$ cat src/rtl/predict_update_ctrl_pkg.sv
// predict_update_ctrl_pkg: control-bit encoding, saturating counter helpers and sequencer states
package predict_update_ctrl_pkg;
  localparam logic [1:0] CB_SNT = 2'b00;
  localparam logic [1:0] CB_WNT = 2'b01;
  localparam logic [1:0] CB_WT  = 2'b10;
  localparam logic [1:0] CB_ST  = 2'b11;
  localparam int ENTRY_W = 66;
  typedef enum logic [1:0] {RESET, FLUSH, RUN} state_e;
  function automatic logic [1:0] sat_inc(input logic [1:0] cb);
    return (cb == CB_ST) ? CB_ST : cb + 2'd1;
  endfunction
  function automatic logic [1:0] sat_dec(input logic [1:0] cb);
    return (cb == CB_SNT) ? CB_SNT : cb - 2'd1;
  endfunction
endpackage

$ cat src/rtl/predict_update_ctrl_fifo.sv
// pred_upd_fifo: synchronous update queue; pointers carry an extra wrap bit to tell full from empty
module pred_upd_fifo #(
  parameter int DEPTH = 4,
  parameter int WIDTH = 66
) (
  input  logic             clk_i,
  input  logic             rst_ni,
  input  logic             clr_i,
  input  logic             push_i,
  input  logic             pop_i,
  input  logic [WIDTH-1:0] din_i,
  output logic [WIDTH-1:0] dout_o,
  output logic             full_o,
  output logic             empty_o
);
  localparam int AW = $clog2(DEPTH);
  logic [WIDTH-1:0] mem_q [DEPTH];
  logic [AW:0] wptr_q, rptr_q;
  always_ff @(posedge clk_i) begin
    if (!rst_ni || clr_i) begin
      wptr_q <= '0;
      rptr_q <= '0;
    end else begin
      if (push_i) wptr_q <= wptr_q + (AW+1)'(1);
      if (pop_i) rptr_q <= rptr_q + (AW+1)'(1);
    end
  end
  always_ff @(posedge clk_i) begin
    if (push_i) mem_q[wptr_q[AW-1:0]] <= din_i;
  end
  assign dout_o  = mem_q[rptr_q[AW-1:0]];
  assign empty_o = wptr_q == rptr_q;
  assign full_o  = (wptr_q[AW] != rptr_q[AW]) && (wptr_q[AW-1:0] == rptr_q[AW-1:0]);
endmodule

$ cat src/rtl/predict_update_ctrl.sv
// predict_update_ctrl: branch-resolution write sequencer for the prediction cache,
// arbitrating its single write port between the line flush sweep and queued updates.
module predict_update_ctrl
  import predict_update_ctrl_pkg::*;
#(
  parameter int FIFO_DEPTH = 4,
  parameter int NUM_LINES  = 128,
  parameter int IDX_BITS   = 7
) (
  input  logic        Clk,
  input  logic        Rst,
  input  logic        Res_Valid,
  output logic        Res_Ready,
  input  logic [31:0] Res_PC,
  input  logic [31:0] Res_Target,
  input  logic        Res_Taken,
  input  logic        Res_Hit,
  input  logic [1:0]  Res_OldCB,
  input  logic        Flush_Req,
  output logic        Flush_Busy,
  output logic        WE,
  output logic [31:0] WAddr,
  output logic [31:0] Data,
  output logic [1:0]  Instr_new_CB
);
  state_e state_q, state_d;
  logic [IDX_BITS-1:0] idx_q, idx_d;
  logic we_q, we_d;
  logic [31:0] waddr_q, waddr_d, data_q, data_d;
  logic [1:0] cb_q, cb_d, new_cb;
  logic [ENTRY_W-1:0] head, in_w;
  logic accept, needs_wr, cand, clr, push, pop, full, empty;
  assign Res_Ready  = (state_q != RESET) && !full;
  assign Flush_Busy = state_q == FLUSH;
  assign accept     = Res_Valid && Res_Ready;
  assign new_cb     = Res_Hit ? (Res_Taken ? sat_inc(Res_OldCB) : sat_dec(Res_OldCB)) : CB_WT;
  assign needs_wr   = Res_Taken || (Res_Hit && new_cb != Res_OldCB);
  assign cand       = accept && needs_wr && !Flush_Req;
  assign clr        = Flush_Req && (state_q != RESET);
  assign in_w       = {Res_PC, Res_Target, new_cb};
  pred_upd_fifo #(.DEPTH(FIFO_DEPTH), .WIDTH(ENTRY_W)) u_fifo (
    .clk_i(Clk), .rst_ni(Rst), .clr_i(clr), .push_i(push), .pop_i(pop),
    .din_i(in_w), .dout_o(head), .full_o(full), .empty_o(empty)
  );
  always_comb begin
    state_d = state_q;
    idx_d   = idx_q;
    we_d    = 1'b0;
    waddr_d = waddr_q;
    data_d  = data_q;
    cb_d    = cb_q;
    push    = 1'b0;
    pop     = 1'b0;
    unique case (state_q)
      RESET: begin
        state_d = FLUSH;
        idx_d   = '0;
      end
      FLUSH: begin
        if (Flush_Req) idx_d = '0;
        else if (idx_q == IDX_BITS'(NUM_LINES - 1)) state_d = RUN;
        else idx_d = idx_q + IDX_BITS'(1);
      end
      RUN: begin
        if (Flush_Req) begin
          state_d = FLUSH;
          idx_d   = '0;
        end
      end
      default: state_d = RESET;
    endcase
    if (state_d == FLUSH) begin
      we_d    = 1'b1;
      waddr_d = 32'(idx_d);
      data_d  = '0;
      cb_d    = CB_SNT;
      push    = cand;
    end else begin
      // an empty queue lets a fresh resolution go straight to the write port
      pop  = !empty;
      push = cand && !empty;
      we_d = !empty || cand;
      {waddr_d, data_d, cb_d} = !empty ? head : (cand ? in_w : {waddr_q, data_q, cb_q});
    end
  end
  always_ff @(posedge Clk) begin
    if (!Rst) begin
      state_q <= RESET;
      idx_q   <= '0;
      we_q    <= 1'b0;
      waddr_q <= '0;
      data_q  <= '0;
      cb_q    <= CB_SNT;
    end else begin
      state_q <= state_d;
      idx_q   <= idx_d;
      we_q    <= we_d;
      waddr_q <= waddr_d;
      data_q  <= data_d;
      cb_q    <= cb_d;
    end
  end
  assign WE           = we_q;
  assign WAddr        = waddr_q;
  assign Data         = data_q;
  assign Instr_new_CB = cb_q;
endmodule

$ cat config.mk
export PLATFORM = sky130hd
export DESIGN_NAME = predict_update_ctrl
export DESIGN_NICKNAME = d
export VERILOG_FILES = /design/src/rtl/predict_update_ctrl_pkg.sv /design/src/rtl/predict_update_ctrl_fifo.sv /design/src/rtl/predict_update_ctrl.sv
export SDC_FILE = /design/constraint.sdc
export NUM_CORES = 1
export LEC_CHECK = 0
export BUFFER_PORTS_ARGS = -buffer_cell sky130_fd_sc_hd__buf_2
export CELL_PAD_IN_SITES_DETAIL_PLACEMENT = 1
export CELL_PAD_IN_SITES_GLOBAL_PLACEMENT = 1
export CORE_MARGIN = 2
export CORE_UTILIZATION = 45
export DETAILED_ROUTE_END_ITERATION = 16
export PLACE_DENSITY_LB_ADDON = 0.2
export SLEW_MARGIN = 0
export SYNTH_ARGS = -nofsm -noshare
export SYNTH_HDL_FRONTEND = slang
export SYNTH_SLANG_ARGS = --single-unit
$ cat constraint.sdc
create_clock -name Clk -period 8.39 [get_ports Clk]
set_input_delay 2.517 -clock Clk [delete_from_list [all_inputs] [get_ports Clk]]
set_output_delay 2.517 -clock Clk [all_outputs]
set_load 0.03 [all_outputs]
# After elaboration in Yosys (flattened, before gate mapping)
# Memories as Yosys holds them, arrays and structs flattened. A register that Yosys moved wholly into a read port is not among the register bits.
# Index checks and enable logic that the tools add are counted.
# op_classes
n_reduce_logical	19
add_sub_neg	5
n_bitwise	1
n_mux	22
eq_ne	11
# op_table
cell	count
2-to-1 mux 66 bit	2
2-to-1 mux 7 bit	4
one-hot mux 7 bit (3 select lines)	1
2-to-1 mux 2 bit	9
logical AND 1 bit	8
adder 7 x 1 -> 7 bit (second input constant)	1
== test 7 bit (second input constant)	1
adder 3 x 1 -> 3 bit (second input constant)	2
one-hot mux 2 bit (3 select lines)	1
2-to-1 mux 1 bit	5
== test 2 x 1 -> 1 bit (second input constant)	2
== test 2 bit (second input constant)	2
logical NOT 1 bit	4
logical NOT 2 bit	2
== test 3 bit	1
logical OR 1 bit	3
inequality test 3 x 2 -> 1 bit (second input constant)	1
adder 2 x 1 -> 2 bit (second input constant)	1
== test 2 bit	1
inequality test 2 bit	1
inequality test 2 bit (second input constant)	1
nonzero test 2 bit	1
OR reduction 2 bit	1
subtractor 2 x 1 -> 2 bit (second input constant)	1
other kinds (2)	2
# totals
n_memories	1
wordCells	68
ramBits	264
ff_bits	82
output_inout_bits	69
# memory_table
memory	depth	word_bits	read_ports	rd_ports_with_merged_regs	write_ports	line	source
u_fifo.mem_q	4	66	1	1	1	predict_update_ctrl_fifo.sv:17	logic [WIDTH-1:0] mem_q [DEPTH];

# Logic depth before layout (Yosys ltp)
# Gate-level depths: netlist (run 1).
# depth
ltp_word	13
mapped_depth	9
ltp_nobuf	6

# Modules after synthesis
# From an unflattened synthesis (run 1), not the netlist that was laid out.
# unflattened
hier_cells	780
area_unflattened_um2	13618.1
# modules_own_cells
mod	area_per_inst_um2	n_inst	seq_area_each_um2	cells_each
pred_upd_fifo	9923.3	1	8087.8	385
predict_update_ctrl	3694.8	1	1521.5	395

# Worst setup path after synthesis (run 1)
# Ideal clock, no wire load.
# synth_timing
path_type	input-to-reg
from	in Flush_Req
to	mem u_fifo.mem_q[0][0] (enable)
path_buffers	2
required_ns	7.958
setup_time_ns	0.432
setup_slack_ns	2.894
path_stages	6
arrival_ns	5.064
cell_sequence	nand2b_1 > a211o_1 > nor2_1 > buf_4 > buf_2 > and3_1
# synth_via
elab_chain_cells	6
# synth_rtl
item	line	source
start, declared	predict_update_ctrl.sv:19	input logic Flush_Req,
2-to-1 mux 2 bit, or another cell as far along	predict_update_ctrl.sv:65	if (Flush_Req) begin
one-hot mux 2 bit (3 select lines) / logical AND 1 bit (equally long branches)	predict_update_ctrl.sv:54, predict_update_ctrl.sv:38	
== test 2 x 1 -> 1 bit / logical AND 1 bit (equally long branches)	predict_update_ctrl.sv:72, predict_update_ctrl.sv:81	
2-to-1 mux 1 bit *	predict_update_ctrl.sv:72	if (state_d == FLUSH) begin
2-to-1 mux 1 bit *	predict_update_ctrl_fifo.sv:29	if (push_i) mem_q[wptr_q[AW-1:0]] <= din_i;
2-to-1 mux 1 bit (not written as such) *	predict_update_ctrl_fifo.sv:29	
end, declared	predict_update_ctrl_fifo.sv:17	
# Mark *: on every way between the ends. The rest lies on a longest branch, timed or not.

# Worst setup path in the final report (run 1)
# layout_timing
from	in Flush_Req
to	mem u_fifo.mem_q[3][65] (enable)
# Same word-level chain as after synthesis.

==> results of run 1 <==
==> cell type report <==
| cell class | count | area (sq um) | area share [%] |
|---|---|---|---|
| sequential | 348 | 9610 | 60.9 |
| multi-input combinational | 443 | 3650 | 23.1 |
| clock buffer | 44 | 982 | 6.22 |
| timing repair buffer | 153 | 798 | 5.06 |
| tap | 390 | 488 | 3.09 |
| clock inverter | 21 | 219 | 1.39 |
| inverter | 7 | 26.3 | 0.167 |
==> cell families (layout without fill, tap and decap cells) <==
kind of cell	after synthesis	after routing	synth area share [%]
buf+inv	60	225	2.04
flops	348	348	71.1
simple gates	242	242	7.62
mux	68	68	11.1
fa+ha+maj	7	7	0.630
xor+xnor	7	7	0.454
compound gates	119	119	7.02
==> layout by cell type, fill, tap and decap left out, types with 3 or more instances in the layout <==
cell type,count
clkinv_2,9
edfxtp_1,264
nand2_1,128
inv_1,6
bufinv_16,4
a211oi_1,5
a311oi_1,48
a21oi_1,18
o22ai_1,3
clkbuf_8,3
nor2_1,75
xor2_1,3
o21ai_0,19
clkbuf_16,37
o21a_1,3
dfxtp_1,82
and3_2,4
buf_4,13
clkinv_1,6
clkbuf_1,4
a311oi_2,10
or2_2,3
ha_1,6
nand3_1,8
xnor2_1,4
mux4_2,66
buf_2,140
and2_1,3
==> worst max path at each step <==
stage,startpoint,endpoint,depth (start not counted)
after floorplan,Flush_Req,u_fifo.mem_q[0][0],6
after global placement,Flush_Req,u_fifo.mem_q[3][16],7
after detailed placement,Flush_Req,u_fifo.mem_q[3][62],7
after CTS,Flush_Req,u_fifo.mem_q[3][54],7
after global routing,Flush_Req,u_fifo.mem_q[3][59],7
final,Flush_Req,u_fifo.mem_q[3][65],7
==> flip-flops by register name (all words and copies together) (netlist names), named ones only <==
signal         count
u_fifo.mem_q     264
u_fifo.wptr_q      3
Instr_new_CB       2
Data              32
WE                 1
u_fifo.rptr_q      3
WAddr             32
idx_q              7
state_q            2
==> worst reg2reg max path: stages, from the launching register on <==
cell	delay (ns)
dfxtp_1	0.34
xnor2_1	0.24
and3b_1	0.32
nor2_4	0.13
buf_4	0.63
and3_2	0.70
buf_4	0.70
==> power breakdown <==
part | internal (mW) | switching, mW
registers | 1.86 | 0.00347
clock network | 0.961 | 0.647
logic | 0.0293 | 0.0677
==> metal layers <==
layer | GRT usage (%) | part of all wire [%] | vias to the layer above
li1 | - | - | 3589
met1 | 29.5 | 46 | 4016
met2 | 31.9 | 47 | 203
met3 | 3.06 | 4.6 | 37
met4 | 5.29 | 1.7 | 0
met5 | 0 | 0 | -
==> through the flow <==
step                utilization [%]  instance area [sq um]  setup WS [ns]  power, mW
global placement               49.2                  14600           2.65       2.00
floorplan                         -                  13500           2.89       1.94
CTS                            53.2                  15800           3.13       3.61
global route                   53.2                  15800           2.97       3.69
finish                         53.2                  15800           3.16       3.57
detailed placement             49.2                  14600           2.62       2.00
==> impl_results.md, run 1 <==
* Hold Crit Depth at 2
* Min Tclk post-route at 5.23 ns
* Total iterations of the first detailed-routing run at 4
* H-tree levels at 2
* Root buffer cell: clkbuf_16
* Cells after Synth at 851
* Postcts setup bufs at 0
* Status: finished, final reports clean
* Register area share after synthesis at a little under three quarters
* Worst-Skew Late Latency at 0.51 ns
* Largest net degree at the start of global routing at 95
* Hold Crit Class: flip-flop to flip-flop
* Initial antenna violation count at 0
* R2R setup slack at 4.91 ns
* Worst R2R Path Depth at 6
* CTS max path bufs at 3
* Most frequent cell after synthesis: edfxtp_1
* Via count at 7845
* Cell Chain, Critical Path: buf_2 -> nand2b_1 -> a211o_1 -> nor2_4 -> buf_4 -> and3_2 -> buf_4
* Worst Max-Slew Pin Slew at 1.10 ns
* Cell mode on critical path: buf_4
* Crit path max-delay cell type: buf_4
* Hold Violations, Final at 0
* Synth top area cells: edfxtp_1, dfxtp_1, mux4_2
* Cts bufs inserted at 36
* Starting density of the core at ~46%
* CTS tree: built
* CP delay by family, top: buffers and inverters
* RD Place Congestion at 0.754
* Worst endpoint required time at 8.53 ns
* Clock sinks at approximately 350
* Relative slew margins at 26.7%
* Critical path arrival at 5.36 ns
* Worst hold path endpoint: WAddr[15]
* Final period utilization at 62.3%
* Synth top area share at 58.7%
* Post-DP HPWL at approximately 19000 um
* Fraction of registers with async set/reset at 0%
* Syn_area_per_cell at 15.9 sq um
* Kind of critical path: primary input to flip-flop
* Die extent in y at 177 um
* Post-cts resize count at 0
* GR Overflow Total at 0
* Netlist cell types at 52
* Max-slew violation count at 0
* Global-route wire length before repair at just under 50000 um
* Crit path buffers/inverters at 3
* PortBufs at 140
* Number of diodes at 0
* Layout cells sized above 1 at 29.7%
* Drt drc at 0
* Min-delay src: WAddr[15]
* Main synth FF type: edfxtp_1
* PwrDens at 226 nW/um^2
* Number of global-route vias before repair at just over 8000
* GRT Total Usage at 20.2%
* Setup TNS at 0 ns
* Synth-to-Final Area Change at 16.7%
* Synth area leader: edfxtp_1
* Synth Warn # at 0
* Final setup fails at 0
* Core area at 29600 sq um
* Peak Freq at roughly 190 MHz
* RSZ-0062 raised after global routing: false
* Critical path fanouts, max at 66
* Placed Cells at roughly 1300
* Number of enable flip-flop cells after synthesis at between 200 and 300
* Post-synth top cells: edfxtp_1, nand2_1, dfxtp_1
* Worst-path clk slew at 0.06 ns
* Worst path max stage delay at approximately 0.70 ns
* #FFs+latches synth at 348
* Setup Skew at 0.0179 ns
* Critical Path Sink Type: flip-flop
* Detail Route Antenna Nets at 0
* Crit path launch type: primary input
* Starting DRT DRC Count at 522
* LEAKAGE at about 5.2 nW
* IO Pins at 141
* Post-Syn Nets at about 930
* Routed wire length at 31100 um
* Hold_buf cts at 0
* Final net count at 1067
* Max-Cap Viols at 0
* Worst R2R End: u_fifo.mem_q[3][65]
* DR vias/cell at about 5.6
* Mapped cell area at 13500 sq um
* Final hold slack at 0.476 ns
* Finished Layout Cells at between 1000 and 1500
* Peak supply drop at 124 uV
* WL/cell at 22.2 um
* Fill cells at 2870
* Chip width at 177 um
* Launching point of the worst reg2reg path: u_fifo.wptr_q[2]
* Die area at 31400 sq um
* # rows at 63
Note: power is estimated with default switching activity, not from simulation.
==> inputs of run 2 (changes only) <==
==> constraint.sdc (replaced) <==
create_clock -name Clk -period 4.9 [get_ports Clk]
set_input_delay 1.47 -clock Clk [delete_from_list [all_inputs] [get_ports Clk]]
set_output_delay 1.47 -clock Clk [all_outputs]
set_load 0.03 [all_outputs]
==> run 2 against run 1 <==
- critical path depth decreased by 1
- worst setup slack worse by 1.7 ns
- first-iteration DRC count rose by 7.3%
- flip-flop and latch count is the same
- routed wire length is 0.16% higher
- combinational power up 69%
- critical path type unchanged
- highest routed layer unchanged
==> impl_results.md, run 2 (same netlist as run 1, synthesis figures left out) <==
* Cts bufs inserted at 37
* RSZ-0062 raised after global routing: false
* Hold Violations, Final at 0
* Chip width at 177 um
* Largest net degree at the start of global routing at 73
* LEAKAGE at 5.22 nW
* Via count at 7948
* WL/cell at 22.1 um
* Kind of critical path: primary input to flip-flop
* Postcts setup bufs at 0
* Total iterations of the first detailed-routing run at 5
* Root buffer cell: clkbuf_16
* Starting DRT DRC Count at 560
* Global-route wire length before repair at 48900 um
* Critical path fanouts, max at 39
* Fill cells at between 2000 and 3000
* Post-DP HPWL at roughly 19000 um
* Critical path endpoint: u_fifo.mem_q[0][15]
* Die extent in y at roughly 180 um
* Worst endpoint required time at 5.05 ns
* Number of global-route vias before repair at 8497
* Detail Route Antenna Nets at 0
* DR vias/cell at between 5 and 6
* R2R setup slack at between 1.5 and 2 ns
* Synth-to-Final Area Change at 17.2%
* Hold_buf cts at 0
* Start point of the critical path: Flush_Req
* GR Overflow Total at 0
* Critical path arrival at between 3 and 4 ns
* RD Place Congestion at around 0.73
* Relative slew margins at 28.0%
* Routed wire length at 31200 um
* Final core utilization at 53.5%
* Worst-Skew Late Latency at between 0.5 and 0.6 ns
* CTS max path bufs at 3
* Initial antenna violation count at 1
* Max-slew violation count at 0
* IO Pins at approximately 140
* GRT Total Usage at 20.3%
* H-tree levels at 2
* Starting density of the core at a little under half
* CTS tree: built
* Max FFs per register at 264
* Peak supply drop at 210 uV
* Placed Cells at 1343
* Worst-path clk slew at 0.06 ns
* Min Tclk post-route at 3.40 ns
* Final net count at 1070
* PwrDens at 392 nW/um^2
* Launching point of the worst reg2reg path: u_fifo.wptr_q[1]
* Peak Freq at 294 MHz
* Final setup fails at 0
* Crit path launch type: primary input
* Max-Cap Viols at 0
* Finished Layout Cells at 1413
* Setup TNS at 0 ns
* Core area at slightly below 30000 sq um
* Die area at 31400 sq um
* Worst Max-Slew Pin Slew at 1.08 ns
* Commonest non-fill, non-tap cell in the layout: edfxtp_1
* Critical Path Sink Type: flip-flop
* Setup Skew at roughly 0.014 ns
* PortBufs at 140
* Post-cts resize count at 0
* Worst R2R Path Depth at 5
* Final period utilization at a little under 70%
* Most frequent cells in the layout: edfxtp_1, buf_2, nand2_1
* # rows at 63
* Clock sinks at 348
* Status: finished, final reports clean
* Drt drc at 0
* Layout cells sized above 1 at 29.9%
* Worst R2R End: u_fifo.mem_q[0][15]
* Hold Crit Class: flip-flop to flip-flop
## run 2: cell types whose count changed in the layout (fill, tap and decap cells not counted)
cell / delta
clkbuf_1: +5
clkinv_2: -5
clkbuf_8: +3
clkinv_1: -3
buf_4: +2
diode_2: +2
inv_6: +2
clkinv_4: +1
clkinvlp_2: +1
clkinvlp_4: -1
## run 2: how the worst min path moves through the flow
| stage | from | end | slack [ns] | depth (start not counted) |
|---|---|---|---|---|
| floorplan | idx_q[1] | idx_q[1] | 0.47 | 2 |
| global placement | WAddr[30] | WAddr[30] | 0.47 | 2 |
| detailed placement | Data[24] | Data[24] | 0.47 | 2 |
| CTS | WAddr[23] | WAddr[23] | 0.48 | 2 |
| global route | Data[0] | Data[0] | 0.50 | 2 |
| finish | WAddr[24] | WAddr[24] | 0.48 | 2 |
## run 2: power breakdown
group	total, mW	switching, mW	internal, mW
combinational	0.164	0.114	0.0501
sequential	3.19	0.00609	3.19
clock	2.85	1.14	1.71
total	6.21	1.26	4.95
## run 2: layout make-up
cell class,instances,area [sq um],share of cell area [%]
Antenna cell,2,5.00,0.0316
Inverter,7,26.3,0.166
Clock inverter,16,206,1.30
Tap cell,390,488,3.08
Sequential cell,348,9610,60.7
Timing Repair Buffer,155,813,5.13
Multi-Input combinational cell,443,3650,23.0
Clock buffer,52,1040,6.58
## run 2: metrics by stage
step	hold WS (ns)	worst slack, ns	area [sq um]	power [mW]
finish	0.479	1.50	15800	6.21
global route	0.502	1.40	15800	6.39
CTS	0.485	1.49	15800	6.27
detailed placement	0.471	0.951	14600	3.42
global placement	0.466	0.977	14600	3.42
floorplan	0.467	0.451	13500	3.33
## run 2: per-layer routing
layer	routed length [um]	share of wire [%]	GRT usage (%)
met4	559	1.8	5.57
met5	0	0	0
met2	15200	49	34.0
met1	13900	44	27.9
met3	1560	5.0	3.08
## run 2: critical path, cell delays in order
cell and delay, ns:
buf_2 0.14, nand2b_1 0.18, a211o_1 0.36, nor2_4 0.55, and3_2 0.31, buf_4 0.50
